**src/rtl/digit_overlay_pkg.sv**
```systemverilog
// Shared types and constants for the numeric overlay sequencer
// and its pixel pipeline.
package digit_overlay_pkg;

    typedef enum logic [2:0] {
        S_IDLE,
        S_CAPTURE,
        S_STROBE,
        S_WAIT,
        S_LATCH,
        S_DISPLAY
    } state_t;

    localparam int GLYPH_W    = 8;
    localparam int GLYPH_H    = 8;
    localparam int NUM_DIGITS = 2;
    localparam int ROM_AW     = 7;
    localparam int VAL_W      = 6;
    localparam int DIG_W      = 4;

    function automatic logic [2:0] bit_index(input logic [2:0] col);
        return 3'd7 - col;
    endfunction

endpackage

```
**src/rtl/overlay_pix_pipe.sv**
```systemverilog
// Window test, glyph addressing and pixel bit select for the overlay.
// Two register stages around a registered character ROM.
module overlay_pix_pipe
    import digit_overlay_pkg::*;
#(
    parameter logic [9:0] X0       = 10'd16,
    parameter logic [9:0] Y0       = 10'd16,
    parameter int         SCALE_SH = 1
) (
    input  logic              clk,
    input  logic              rst_n,
    input  logic              i_en,
    input  logic              i_valid,
    input  logic [9:0]        i_hcount,
    input  logic [9:0]        i_vcount,
    input  logic [7:0]        i_digits,
    input  logic [7:0]        i_rom_data,
    output logic [ROM_AW-1:0] o_rom_addr,
    output logic              o_pix_on
);

    localparam logic [10:0] WIN_W = 11'(GLYPH_W * NUM_DIGITS) << SCALE_SH;
    localparam logic [10:0] WIN_H = 11'(GLYPH_H) << SCALE_SH;

    logic [10:0]       w_dx;
    logic [10:0]       w_dy;
    logic [3:0]        w_col;
    logic [2:0]        w_row;
    logic [DIG_W-1:0]  w_nib;
    logic              w_inside;

    logic [ROM_AW-1:0] r_addr;
    logic              r_in0;
    logic              r_in1;
    logic [2:0]        r_bit0;
    logic [2:0]        r_bit1;
    logic              r_pix;

    // Negative offsets wrap to >= 1024 and fail the unsigned bound.
    assign w_dx     = {1'b0, i_hcount} - {1'b0, X0};
    assign w_dy     = {1'b0, i_vcount} - {1'b0, Y0};
    assign w_inside = (w_dx < WIN_W) && (w_dy < WIN_H);
    assign w_col    = 4'(w_dx >> SCALE_SH);
    assign w_row    = 3'(w_dy >> SCALE_SH);
    assign w_nib    = w_col[3] ? i_digits[3:0] : i_digits[7:4];

    always_ff @(posedge clk or negedge rst_n) begin
        if (!rst_n) begin
            r_addr <= '0;
            r_in0  <= 1'b0;
            r_in1  <= 1'b0;
            r_bit0 <= 3'd0;
            r_bit1 <= 3'd0;
            r_pix  <= 1'b0;
        end else begin
            if (w_inside)
                r_addr <= {w_nib, w_row};
            r_in0  <= w_inside;
            r_bit0 <= bit_index(w_col[2:0]);
            r_in1  <= r_in0;
            r_bit1 <= r_bit0;
            r_pix  <= r_in1 & i_valid & i_en & i_rom_data[r_bit1];
        end
    end

    assign o_rom_addr = r_addr;
    assign o_pix_on   = r_pix;

endmodule

```
**src/rtl/digit_overlay_ctrl.sv**
```systemverilog
// Per-frame capture/convert/latch sequencer for the numeric overlay,
// plus the bring-up frame counter.
module digit_overlay_ctrl
    import digit_overlay_pkg::*;
#(
    parameter logic [9:0] X0       = 10'd16,
    parameter logic [9:0] Y0       = 10'd16,
    parameter int         SCALE_SH = 1
) (
    input  logic              clk,
    input  logic              rst_n,
    input  logic              en,
    input  logic              newframe,
    input  logic              test_mode,
    input  logic [VAL_W-1:0]  value_in,
    input  logic [9:0]        hcount,
    input  logic [9:0]        vcount,
    input  logic [7:0]        digits_in,
    input  logic [7:0]        rom_data,
    output logic [VAL_W-1:0]  conv_value,
    output logic              conv_strobe,
    output logic [ROM_AW-1:0] rom_addr,
    output logic              pix_on,
    output logic [3:0]        test_count
);

    state_t           r_state;
    state_t           w_next;
    logic [VAL_W-1:0] r_conv_value;
    logic             r_strobe;
    logic [3:0]       r_test_count;
    logic [7:0]       r_digits;
    logic             r_valid;

    always_comb begin
        w_next = r_state;
        if (!en) begin
            w_next = S_IDLE;
        end else if (newframe) begin
            w_next = S_CAPTURE;
        end else begin
            unique case (r_state)
                S_CAPTURE: w_next = S_STROBE;
                S_STROBE:  w_next = S_WAIT;
                S_WAIT:    w_next = S_LATCH;
                S_LATCH:   w_next = S_DISPLAY;
                default:   w_next = r_state;
            endcase
        end
    end

    always_ff @(posedge clk or negedge rst_n) begin
        if (!rst_n) begin
            r_state      <= S_IDLE;
            r_conv_value <= '0;
            r_strobe     <= 1'b0;
            r_test_count <= 4'd0;
            r_digits     <= 8'd0;
            r_valid      <= 1'b0;
        end else begin
            r_state  <= w_next;
            r_strobe <= (w_next == S_STROBE);
            if (en && r_state == S_CAPTURE) begin
                r_conv_value <= test_mode ? {2'b00, r_test_count} : value_in;
                r_test_count <= r_test_count + 4'd1;
            end
            // A restart in LATCH discards the pending conversion.
            if (en && !newframe && r_state == S_LATCH) begin
                r_digits <= digits_in;
                r_valid  <= 1'b1;
            end
        end
    end

    overlay_pix_pipe #(
        .X0       (X0),
        .Y0       (Y0),
        .SCALE_SH (SCALE_SH)
    ) u_pix (
        .clk        (clk),
        .rst_n      (rst_n),
        .i_en       (en),
        .i_valid    (r_valid),
        .i_hcount   (hcount),
        .i_vcount   (vcount),
        .i_digits   (r_digits),
        .i_rom_data (rom_data),
        .o_rom_addr (rom_addr),
        .o_pix_on   (pix_on)
    );

    assign conv_value  = r_conv_value;
    assign conv_strobe = r_strobe;
    assign test_count  = r_test_count;

endmodule

```
**config.mk**
```make
export PLATFORM = sky130hd
export DESIGN_NAME = digit_overlay_ctrl
export DESIGN_NICKNAME = d
export VERILOG_FILES = /design/src/rtl/digit_overlay_pkg.sv /design/src/rtl/overlay_pix_pipe.sv /design/src/rtl/digit_overlay_ctrl.sv
export SDC_FILE = /design/constraint.sdc
export NUM_CORES = 1
export LEC_CHECK = 0
export BUFFER_PORTS_ARGS = -buffer_cell sky130_fd_sc_hd__buf_4
export CAP_MARGIN = 40
export CORE_UTILIZATION = 48
export CTS_BUF_LIST = sky130_fd_sc_hd__clkbuf_16
export DETAILED_ROUTE_END_ITERATION = 16
export PLACE_DENSITY = 0.75
export SETUP_SLACK_MARGIN = 0.3
export SYNTH_ARGS = -nofsm -noshare
export SYNTH_HDL_FRONTEND = slang
export SYNTH_HIERARCHICAL = 1
export SYNTH_SLANG_ARGS = --single-unit
```
**constraint.sdc**
```tcl
create_clock -name clk -period 1.9 [get_ports clk]
set_clock_uncertainty 0.2 [all_clocks]
set_input_delay 0.095 -clock clk [delete_from_list [all_inputs] [get_ports clk]]
set_output_delay 0.095 -clock clk [all_outputs]
set_load 0.03 [all_outputs]
```
### After elaboration in Yosys (flattened, before gate mapping)

Cells that the tools add are included.
Widths: inputs -> output; s select.

* register bits: 39
* input bits: 47
* output and inout bits: 19
* word-level logic and storage cells: 39

* add/sub/neg operators: 4
* magnitude comparators: 3
* equal/unequal tests: 5
* muxes and demuxes: 7
* bitwise operators: 3
* reductions and logical operators: 5

Operators with widths (count)
* $sub 10x5->11 const B: 2
* $pmux 3 s4: 1
* $lt 11x5->1 const B: 1
* $lt 11x6->1 const B: 1
* $eq 3x2->1 const B: 3
* $mux 3: 2
* $mux 6: 1
* $add 4x1->4 const B: 1
* $logic_and 1x1->1: 4
* $lt 3x4->1 const B: 1
* $mux 4: 1
* $and 1x1->1: 3
* $bmux 1 s3: 1
* $eq 3x1->1 const B: 1
* $eq 3x3->1 const B: 1
* $sub 3x3->3 const A: 1
* $logic_not 1->1: 1
* $mux 1: 1

### Depth between registers and ports, before layout

Gate-level depths: netlist of run 1.

* depth after elaboration: 5
* mapped depth: 6
* gate-level depth less buffers: 6

### Cells and area by module

Netlist of run 1, hierarchy kept.

Modules (own cells, without submodules)
* digit_overlay_ctrl: instances 1, cells an instance 73, area an instance 992.2 um2, seq. area each 575.6 um2
* overlay_pix_pipe: instances 1, cells an instance 50, area an instance 742.0 um2, seq. area each 400.4 um2

### Worst setup path before layout of run 1

Ideal clock, no wire load.

* kind: register to register
* from: reg r_state[1]
* to: reg r_digits[0]
* library setup time: 0.125 ns
* arrival time: 1.385 ns
* data required time: 1.575 ns
* path slack: 0.190 ns
* cell stages (with the launch flop): 4
* buffers on the path: 1
* period minus slack after synthesis: 1.710 ns
* path through: dfrtp_1 or4b_4 buf_6 mux2_4

* longest elaborated chain between the ends: 2

RTL lines
* start: declaration: RTL line digit_overlay_ctrl.sv:27 `state_t r_state;`
* start signal: assignment: RTL line digit_overlay_ctrl.sv:61 `r_state <= w_next;`
* $eq 3x3->1: RTL line digit_overlay_ctrl.sv:68 `if (en && !newframe && r_state == S_LATCH) begin`
* $logic_and 1x1->1: RTL line digit_overlay_ctrl.sv:68
* end signal: assignment: RTL line digit_overlay_ctrl.sv:69 `r_digits <= digits_in;`
* end: declaration: RTL line digit_overlay_ctrl.sv:32 `logic [7:0] r_digits;`

No other way between the ends.
A chain may end at the register's enable or synchronous reset.

### Final worst setup path of run 1

* from: reg r_state[1]
* to: reg r_digits[1]

The elaborated chain is that of the path after synthesis.

==> results.md, run 1 <==
* Status: complete, but fails checks
* Failing checks: hold timing
* Final Net Count at between 200 and 300
* Routed WL at 3.99 mm
* Final design utilization at between 70 and 80%
* Initial core utilization at 51.2%
* Crit path DAT at 1.62 ns
* Largest net degree at the start of global routing at 40
* Critical path depth in cells at 2
* Placer's final routability congestion estimate at approximately 0.7
* DP Wirelength at about 2.6 mm
* Buf/Inv on CP at 0
* Final period utilization at 87.7%
* CTS sink cnt at 39
* Die ar. at 3860 µm²
* Worst r2r src: r_state[1]
* Leak at approximately 1.4 nW
* Top-count cell post-synth: dfrtp_1
* Post-synth cell types at 32
* FFs w/ async S/R, synth at 100%
* Gr ovfl total at 0
* WHS at -0.0293 ns
* Crit path from: r_state[1]
* Initial antenna violation count at 0
* Worst-path maximum fanout at 5
* Synth Warn # at 6
* Largest area contributor in the netlist: dfrtp_1
* Hold_buf cts at 26
* RSZ-0062 raised after global routing: true
* Post-synthesis mux area share at approximately 20%
* Max incr delay on CP at ~0.6 ns
* Die height at 62.1 µm
* Core area at 3390 µm²
* CTS root buf: clkbuf_16
* Relative slew margins at 68.6%
* Post-synth EDFFs at 0
* Synth Cell Area at 1730 µm²
* Syn_area_per_cell at 14.1 µm²
* Final Hold Fails at 1
* FF-to-FF End: r_digits[1]
* R2R depth at 2
* Post-Synth XOR/XNOR Area at about 4.5%
* Post-synthesis register bit count at 39
* Syn_nets at roughly 170
* Clk slew on worst S/H paths at ~0.050 ns
* Setup_tns at 0 ns
* Setup crit end: r_digits[1]
* First-pass GRT wire length at 6.90 mm
* Synth Area in Compound Gates at 2.45%
* Cell Rows at 21
* Antenna Cells at 0
* Syn Inst Count at 123
* Simple-gate share of the synthesized area at 10.9%
* Starting DRT DRC Count at 23
* Post-DRT Antenna Nets at 0
* PwrDens at around 900 nW/µm²
* Clk buf depth at 2
* Fin. max-slew vios at 0
* Layout cells sized above 1 at 47.5%
* Top cell type's share of synthesized area at 56.3%
* Cell at the slowest stage of the critical path: or4b_4
* Vias/cell at 4.91
* Post-synthesis sequential area ratio at 56.3%
* GRT Total Usage at between 20% and 30%
* H-Tree Level Count at 2
* WP data required at 1.85 ns
* VDD IR max at roughly 0.8 mV
* Fmax at 0.600 GHz
* Final setup vio count at 0
* Clk_lat worst skew at 0.27 ns
* Cell chain of the critical path: or4b_4 > mux2_4
* Wirelength per Cell at 15.1 µm
* Worst Hold Class: input pin to flip-flop
* First drt pass iteration count at 4
* Min Tclk post-route at about 1.7 ns
* HP Start: hcount[8]
* Adder-Cell Fraction of Synth Area at 2.16%
* CP Capture Type: flip-flop
* Internal reg-to-reg setup slack at 0.23 ns
* Clock buffer count from CTS at 5
* Synth top cells by count: dfrtp_1, mux2_2, inv_1
* Total of max-cap violations at 0
* Number of global-route vias before repair at 1496
* CP startpoint kind: flip-flop
* PortBufs at between 60 and 70
* Largest family of logic cells by synthesized area: multiplexers
* Die X at 62.1 µm
* Least-Margin Pin Slew at about 0.47 ns
* Synth-to-Final Area Change at 54.0%
* Area contributors post-synth: dfrtp_1, mux2_2, mux2_4
* Routed via count at between 1k and 1.5k
* Most common flop cell mapped by yosys: dfrtp_1
* Io pins at 66
* CTS tree: built
* Setup CP Type: flip-flop to flip-flop
* DRC at 0
* Largest delay contributor family on the critical path: simple AND/OR/NAND/NOR gates
layout make-up:
| class | count | area (µm²) |
|---|---|---|
| Inverter | 10 | 37.5 |
| Multi-Input combinational cell | 71 | 711 |
| Clock buffer | 5 | 125 |
| Fill cell | 195 | 719 |
| Tap cell | 46 | 57.6 |
| Clock inverter | 3 | 11.3 |
| Sequential cell | 39 | 980 |
| Timing Repair Buffer | 91 | 748 |
per-stage QoR:
| stage | cell area, µm² | worst slack [ns] | std cells | total power, W |
|---|---|---|---|---|
| floorplan | 1740 | 0.204 | 123 | 0.00133 |
| global route | 2670 | 0.198 | 265 | 0.00249 |
| global placement | 2250 | 0.189 | 229 | 0.00158 |
| finish | 2670 | 0.234 | 265 | 0.00238 |
| detailed placement | 2250 | 0.135 | 229 | 0.00160 |
| CTS | 2670 | 0.207 | 265 | 0.00240 |
kinds of logic (layout without fill, tap and decap cells):
logic type | Yosys count | after routing
adder cells (fa/ha/maj) | 3 | 3
XOR/XNOR | 8 | 8
buffers and inverters | 14 | 109
AND/OR/NAND/NOR | 24 | 25
flip-flops | 39 | 39
AO/OA/AOI/OAI | 8 | 8
multiplexers | 27 | 27
report_power, final:
group          total [W]  internal [W]  switching, W
clock           0.000748      0.000471      0.000277
combinational   0.000608      0.000297      0.000312
sequential       0.00102      0.000930     0.0000942
cell usage in the layout (no fill, tap or decap), types with 2 or more instances in the layout:
| master | Yosys | routed |
|---|---|---|
| a21oi_1 | 5 | 5 |
| buf_4 | 0 | 65 |
| clkbuf_16 | 0 | 5 |
| clkinv_1 | 0 | 2 |
| dfrtp_1 | 39 | 36 |
| dfrtp_2 | 0 | 3 |
| dlygate4sd3_1 | 0 | 26 |
| ha_1 | 3 | 3 |
| inv_1 | 10 | 11 |
| mux2_2 | 12 | 12 |
| mux2_4 | 8 | 8 |
| mux2i_1 | 5 | 5 |
| mux4_2 | 2 | 2 |
| nand3b_1 | 2 | 2 |
| nor2_1 | 8 | 8 |
| nor4b_2 | 2 | 2 |
| o21ai_0 | 2 | 2 |
| or4b_4 | 1 | 2 |
| xnor2_1 | 4 | 4 |
| xor2_1 | 3 | 3 |
state kept, by name, summed over array words and instances, names as in the netlist:
register          cells
r_valid               1
u_pix/r_bit1          3
r_digits              8
u_pix/r_in1           1
conv_value            6
r_state               3
conv_strobe           1
u_pix/r_bit0          3
u_pix/o_rom_addr      7
u_pix/o_pix_on        1
u_pix/r_in0           1
test_count            4
routing by layer:
| layer | GRT usage, % | share of wire [%] | vias to the layer above | wire, µm |
|---|---|---|---|---|
| met5 | 0 | 0 | - | 0 |
| met4 | 7.85 | 1.8 | 0 | 72 |
| met3 | 4.96 | 4.1 | 10 | 162 |
| met2 | 44.8 | 56 | 45 | 2220 |
| met1 | 24.1 | 38 | 634 | 1540 |
| li1 | - | - | 612 | - |
worst min-delay path by stage:
| stage | end | slack (ns) | cells after the start |
|---|---|---|---|
| after global routing | u_pix/r_in0 | -0.02 | 4 |
| after detailed placement | u_pix/o_pix_on | -0.11 | 1 |
| final | u_pix/r_in0 | -0.03 | 4 |
| after CTS | u_pix/r_in0 | -0.03 | 4 |
| after global placement | u_pix/o_pix_on | -0.12 | 1 |
| after floorplan | conv_strobe | -0.40 | 0 |
what timing repair did:
item,in CTS,in global routing
endpoints found under the setup margin,8,15
hold endpoints to repair,65,1
cloned,1,0
gates resized for setup,2,2
pin swaps,1,2
buffers inserted,1,0
worst min-delay path: stages:
cell and delay (ns):
buf_4 0.08, nor4b_2 0.04, nand4_4 0.13, inv_1 0.05
(Power assumes the default switching activity.)
==> run 2, diff against run 1 <==
- HOLD_SLACK_MARGIN: default -> 0.06
==> run 2 against run 1 <==
Effect of this change:
- the run still ends with hold timing left
- die area unchanged
- sequential power about the same
- total power rose by 1.2%
- critical path depth did not move
- highest routed layer unchanged
- critical endpoint unchanged
- core utilization grew 0.89 points
- cell count up 1.1%
- clock power about the same
==> results.md, run 2 (synthesis gave the netlist of run 1 again) <==
* Status: complete, but fails checks (unchanged)
* Failing checks: hold timing (unchanged)
* Clock buffer count from CTS at 5 (unchanged)
* Final design utilization at 79.7% (was 78.8%)
* Initial antenna violation count at 0 (unchanged)
* Leading cell type in the layout, fill and taps excluded: buf_4 (unchanged)
* Setup_tns at 0 ns (unchanged)
* Total of max-cap violations at 0 (unchanged)
* Worst-path maximum fanout at 5 (unchanged)
* Routed via count at 1308 (was 1301)
* Commonest non-fill, non-tap cells in the layout: buf_4, dfrtp_1, dlygate4sd3_1 (unchanged)
* Final Net Count at 271 (was 268)
* Filler cells at 191 (was 195)
* CTS root buf: clkbuf_16 (unchanged)
* # placed instances at 229 (unchanged)
* Least-Margin Pin Slew at 0.471 ns (about the same)
* Largest register FFs at 8 (unchanged)
* PortBufs at 63 (unchanged)
* Initial core utilization at 51.2% (unchanged)
* Die X at 62.1 µm (unchanged)
* Placer's final routability congestion estimate at 0.699 (unchanged)
* Routed WL at 4.03 mm (was 3.99 mm)
* Fin. max-slew vios at 0 (unchanged)
* CTS tree: built (unchanged)
* Antenna Cells at 0 (unchanged)
* H-Tree Level Count at 2 (unchanged)
* Wirelength per Cell at 15.0 µm (was 15.1 µm)
* Vias/cell at 4.88 (was 4.91)
* CP Capture Type: flip-flop (unchanged)
* CP startpoint kind: flip-flop (unchanged)
* GRT Total Usage at 23.1% (was 23.0%)
* Relative slew margins at 68.6% (about the same)
* Clk buf depth at 2 (unchanged)
* WP data required at 1.85 ns (about the same)
* Final period utilization at 87.7% (about the same)
* Setup Slack @ Placement at 0.135 ns (unchanged)
* Cell Rows at 21 (unchanged)
* Post-DRT Antenna Nets at 0 (unchanged)
* Gr ovfl total at 0 (unchanged)
* DP Wirelength at 2.58 mm (unchanged)
* VDD IR max at 0.779 mV (was 0.780 mV)
* RSZ-0062 raised after global routing: true (unchanged)
* Clk slew on worst S/H paths at 0.05 ns (about the same)
* Setup WS post-layout at 0.234 ns (about the same)
* DRC at 0 (unchanged)
* Min Tclk post-route at 1.67 ns (about the same)
* Synth-to-Final Area Change at 55.7% (was 54.0%)
* Largest register by flop count: r_digits (unchanged)
* First drt pass iteration count at 4 (unchanged)
* Setup CP Type: flip-flop to flip-flop (unchanged)
* First-pass GRT wire length at 6.91 mm (was 6.90 mm)
* PwrDens at 892 nW/µm² (about the same)
* Leak at 1.38 nW (was 1.37 nW)
* Non-filler cells, final at 268 (was 265)
* CTS sink cnt at 39 (unchanged)
* Hold_buf cts at 29 (was 26)
* Fmax at 0.600 GHz (about the same)
* Largest net degree at the start of global routing at 40 (unchanged)
* Final setup vio count at 0 (unchanged)
* Crit path DAT at 1.62 ns (about the same)
* Worst Hold Class: input pin to flip-flop (unchanged)
* Clk_lat worst skew at 0.27 ns (about the same)
* Number of global-route vias before repair at 1504 (was 1496)
* Core area at 3390 µm² (unchanged)
* Final Hold Fails at 1 (unchanged)
* Die height at 62.1 µm (unchanged)
* WHS at -0.0277 ns (was -0.0293 ns)
* Die ar. at 3860 µm² (unchanged)
* Io pins at 66 (unchanged)
* Layout cells sized above 1 at 46.8% (was 47.5%)
* Starting DRT DRC Count at 36 (was 23)
## run 2: final timing paths
kind	from	cells past startpoint	slack, ns	end
worst min register to register	u_pix/r_bit0[1]	0	0.15	u_pix/r_bit1[1]
min in group asynchronous	rst_n	2	0.13	u_pix/r_bit0[2]
max in group asynchronous	rst_n	2	1.01	r_state[2]
worst max-delay path	r_state[1]	2	0.23	r_digits[1]
worst min-delay path	hcount[8]	4	-0.03	u_pix/r_in0
worst max register to register	r_state[1]	2	0.23	r_digits[1]
## run 2: critical path: stages, from the launching register on
cell and delay (ns):
dfrtp_2 0.42, or4b_4 0.60, mux2_4 0.33
## run 2: repair_timing
action | 4_1_cts | 5_1_grt
pin swaps | 1 | 2
hold endpoints to repair | 65 | 1
setup buffers | 1 | 0
resized for setup | 2 | 2
cloned | 1 | 0
endpoints found under the setup margin | 8 | 15
## run 2: metal layers
metal / global-route usage [%] / wire [µm] / vias up
li1: - / - / 618
met1: 24.1 / 1550 / 635
met2: 45.1 / 2250 / 45
met3: 4.78 / 164 / 10
met4: 7.85 / 72 / 0
met5: 0 / 0 / -
## run 2: where the power goes
group          switching (W)  leakage (nW)  internal [W]
combinational       0.000315         0.807      0.000319
sequential         0.0000963         0.502      0.000930
clock               0.000278        0.0701      0.000471
## run 2: final cells by class
type	count	area (µm²)	share of cell area, %
clock inverter	3	11.3	0.417
timing repair buffer	94	778	28.8
inverter	10	37.5	1.39
sequential	39	980	36.3
clock buffer	5	125	4.63
multi-input combinational	71	711	26.3
tap	46	57.6	2.13
## run 2: per-stage QoR
stage          hold WS [ns]  power (W)  cell area [µm²]
3_5_place_dp         -0.113    0.00160             2250
5_1_grt             -0.0155    0.00252             2700
2_1_floorplan        -0.401    0.00133             1740
4_1_cts             -0.0254    0.00242             2700
6_report            -0.0277    0.00241             2700
3_3_place_gp         -0.118    0.00158             2250
==> run 3, diff against run 2 <==
- ABC_AREA: default -> 1
- CORE_MARGIN: default -> 1
- CORE_UTILIZATION: 48 -> 50
- PLACE_DENSITY: 0.75 -> 0.77
==> run 3 against run 2 <==
Effect of this change:
- the run now ends clean
- critical path type unchanged
- via count grew 38%
- synthesized cell count grew 89%
- combinational power is essentially flat
- highest routed layer unchanged
==> results.md, run 3 <==
* CTS sink cnt at 39 (unchanged)
* Die height at 64.1 µm (was 62.1 µm)
* Cell chain of the critical path: nand2_1 > dlygate4sd3_1 > nand2_1 > nand3_1 > nand2_1 (was or4b_4 > mux2_4)
* Synth Warn # at 6 (unchanged)
* Gr ovfl total at 0 (unchanged)
* Leading cell type in the layout, fill and taps excluded: nand2_1 (was buf_4)
* Largest family of logic cells by synthesized area: simple AND/OR/NAND/NOR gates (was multiplexers)
* Largest area contributor in the netlist: dfrtp_1 (unchanged)
* Post-DRT Antenna Nets at 0 (unchanged)
* CP startpoint kind: flip-flop (unchanged)
* Internal reg-to-reg setup slack at 0.36 ns (was 0.23 ns)
* Min Tclk post-route at 1.54 ns (was 1.67 ns)
* Initial antenna violation count at 0 (unchanged)
* Largest register FFs at 8 (unchanged)
* PwrDens at 828 nW/µm² (was 892 nW/µm²)
* DRC at 0 (unchanged)
* Final Hold Fails at 0 (was 1)
* Routed WL at 4.23 mm (was 4.03 mm)
* CP Capture Type: flip-flop (unchanged)
* Relative slew margins at 68.2% (was 68.6%)
* Worst Hold Class: input pin to flip-flop (unchanged)
* Largest delay contributor family on the critical path: buffers and inverters (was simple AND/OR/NAND/NOR gates)
* Post-Synth XOR/XNOR Area at 0.455% (was 4.47%)
* GRT busiest layer: met2 (unchanged)
* First drt pass iteration count at 4 (unchanged)
* Final Net Count at 384 (was 271)
* Most common flop cell mapped by yosys: dfrtp_1 (unchanged)
* H-Tree Level Count at 2 (unchanged)
* FFs w/ async S/R, synth at 100% (unchanged)
* Met3 Use GR at 5.36% (was 4.78%)
* Simple-gate share of the synthesized area at 31.0% (was 10.9%)
* Buf/Inv on CP at 1 (was 0)
* Synth Cell Area at 1930 µm² (was 1730 µm²)
* Largest net degree at the start of global routing at 40 (unchanged)
* Crit path DAT at 1.51 ns (was 1.62 ns)
* Met1 GRT Util at 26.8% (was 24.1%)
* Cell Rows at 22 (was 21)
* Layout cells sized above 1 at 28.2% (was 46.8%)
* PortBufs at 63 (unchanged)
* DP Wirelength at 2.68 mm (was 2.58 mm)
* Post-synthesis sequential area ratio at 50.7% (was 56.3%)
* Total of max-cap violations at 0 (unchanged)
* Leak at 1.63 nW (was 1.38 nW)
* Area contributors post-synth: dfrtp_1, nand2_1, inv_1 (was dfrtp_1, mux2_2, mux2_4)
* CTS root buf: clkbuf_16 (unchanged)
* GR Util met2 at 40.0% (was 45.1%)
* Status: finished clean (was complete, but fails checks)
* Worst-path maximum fanout at 2 (was 5)
* Die X at 64.1 µm (was 62.1 µm)
* Final setup vio count at 0 (unchanged)
* Largest register by flop count: r_digits (unchanged)
* # resized after CTS at 0 (was 2)
* Syn_area_per_cell at 8.30 µm² (was 14.1 µm²)
* Post-synth cell types at 26 (was 32)
* Clk buf depth at 2 (unchanged)
* Placer's final routability congestion estimate at 0.762 (was 0.699)
* Die ar. at 4100 µm² (was 3860 µm²)
* Final period utilization at 80.9% (was 87.7%)
* WP data required at 1.87 ns (was 1.85 ns)
* Syn Inst Count at 232 (was 123)
* Starting DRT DRC Count at 75 (was 36)
* Number of global-route vias before repair at 1687 (was 1504)
* Io pins at 66 (unchanged)
* Core area at 3690 µm² (was 3390 µm²)
* Post-synthesis register bit count at 39 (unchanged)
* Antenna Cells at 0 (unchanged)
* Wirelength per Cell at 11.1 µm (was 15.0 µm)
* Fmax at 0.651 GHz (was 0.600 GHz)
* Clock buffer count from CTS at 5 (unchanged)
* First-pass GRT wire length at 7.13 mm (was 6.91 mm)
* Syn_nets at 282 (was 173)
* Commonest non-fill, non-tap cells in the layout: nand2_1, buf_4, inv_1, dfrtp_1, dlygate4sd3_1 (was buf_4, dfrtp_1, dlygate4sd3_1)
* Least-Margin Pin Slew at 0.478 ns (was 0.471 ns)
* Fin. max-slew vios at 0 (unchanged)
* Max incr delay on CP at 0.57 ns (was 0.60 ns)
* Synth-to-Final Area Change at 50.7% (was 55.7%)
* WHS at 0.0600 ns (was -0.0277 ns)
* Most used cell, CP: nand2_1
* RSZ-0062 raised after global routing: false (was true)
* Clk_lat worst skew at 0.28 ns (was 0.27 ns)
* Setup CP Type: flip-flop to flip-flop (unchanged)
* Initial core utilization at 52.2% (was 51.2%)
* Clk slew on worst S/H paths at 0.05 ns (about the same)
* Post-synthesis mux area share at 0% (was 20.2%)
* Post-synth EDFFs at 0 (unchanged)
* CTS tree: built (unchanged)
* Synth top cells by count: nand2_1, dfrtp_1, inv_1 (was dfrtp_1, mux2_2, inv_1)
* Synth Area in Compound Gates at 6.24% (was 2.45%)
* Vias/cell at 4.73 (was 4.88)
* GRT Total Usage at 23.2% (was 23.1%)
* VDD IR max at 0.852 mV (was 0.779 mV)
* Cell at the slowest stage of the critical path: dlygate4sd3_1 (was or4b_4)
* Setup_tns at 0 ns (unchanged)
* Routed via count at 1804 (was 1308)
* Top-count cell post-synth: nand2_1 (was dfrtp_1)
* Top cell type's share of synthesized area at 50.7% (was 56.3%)
* Adder-Cell Fraction of Synth Area at 1.95% (was 2.16%)
[run 3: where the power goes]
| part | total (W) | internal (W) | switching, W | leakage (nW) |
|---|---|---|---|---|
| registers | 0.00101 | 0.000922 | 0.0000852 | 0.510 |
| clock network | 0.000761 | 0.000466 | 0.000295 | 0.0669 |
| logic | 0.000635 | 0.000280 | 0.000355 | 1.05 |
| total | 0.00240 | 0.00167 | 0.000735 | 1.63 |
[run 3: timing repair]
item	CTS	global route
buffers inserted	0	0
hold buffers	33	1
endpoints found under the hold margin	69	1
endpoints found under the setup margin	0	1
[run 3: path summary, 6_finish.rpt]
check,endpoint,cells past startpoint,startpoint
max,u_pix/o_rom_addr[5],5,r_digits[6]
min,u_pix/o_rom_addr[3],6,hcount[4]
max reg2reg,u_pix/o_rom_addr[5],5,r_digits[6]
min reg2reg,u_pix/r_bit1[2],0,u_pix/r_bit0[2]
max in group asynchronous,r_digits[2],2,rst_n
min in group asynchronous,u_pix/o_pix_on,2,rst_n
[run 3: logic make-up after synthesis]
family          count (synthesis)
simple gates                  126
compound gates                 18
xor+xnor                        1
fa+ha+maj                       3
flops                          39
buf+inv                        45
[run 3: cell type report]
type,instances,area (µm²)
Sequential cell,39,976
Timing Repair Buffer,97,811
Fill cell,283,786
Multi-Input combinational cell,148,763
Inverter,43,164
Clock buffer,5,125
Tap cell,48,60.1
Clock inverter,1,3.75
[run 3: worst min-delay path: stages]
cell and delay [ns]:
buf_4 0.11, inv_2 0.06, nand2_1 0.06, nand2_1 0.05, nand3_1 0.08, nand2_1 0.05
[run 3: stage by stage]
| step | power, W | worst slack, ns | utilization (%) | instances | area, µm² |
|---|---|---|---|---|---|
| floorplan | 0.00134 | 0.572 | - | 232 | 1930 |
| global placement | 0.00159 | 0.363 | 66.2 | 342 | 2440 |
| detailed placement | 0.00160 | 0.337 | 66.2 | 342 | 2440 |
| CTS | 0.00241 | 0.359 | 78.7 | 381 | 2900 |
| global route | 0.00252 | 0.314 | 78.7 | 381 | 2900 |
| finish | 0.00240 | 0.363 | 78.7 | 381 | 2900 |
[run 3: layer usage]
layer / vias to the layer above / routed length (µm)
met3: 9 / 193
met1: 835 / 1780
met2: 50 / 2160
met4: 0 / 100
li1: 910 / -
met5: - / 0
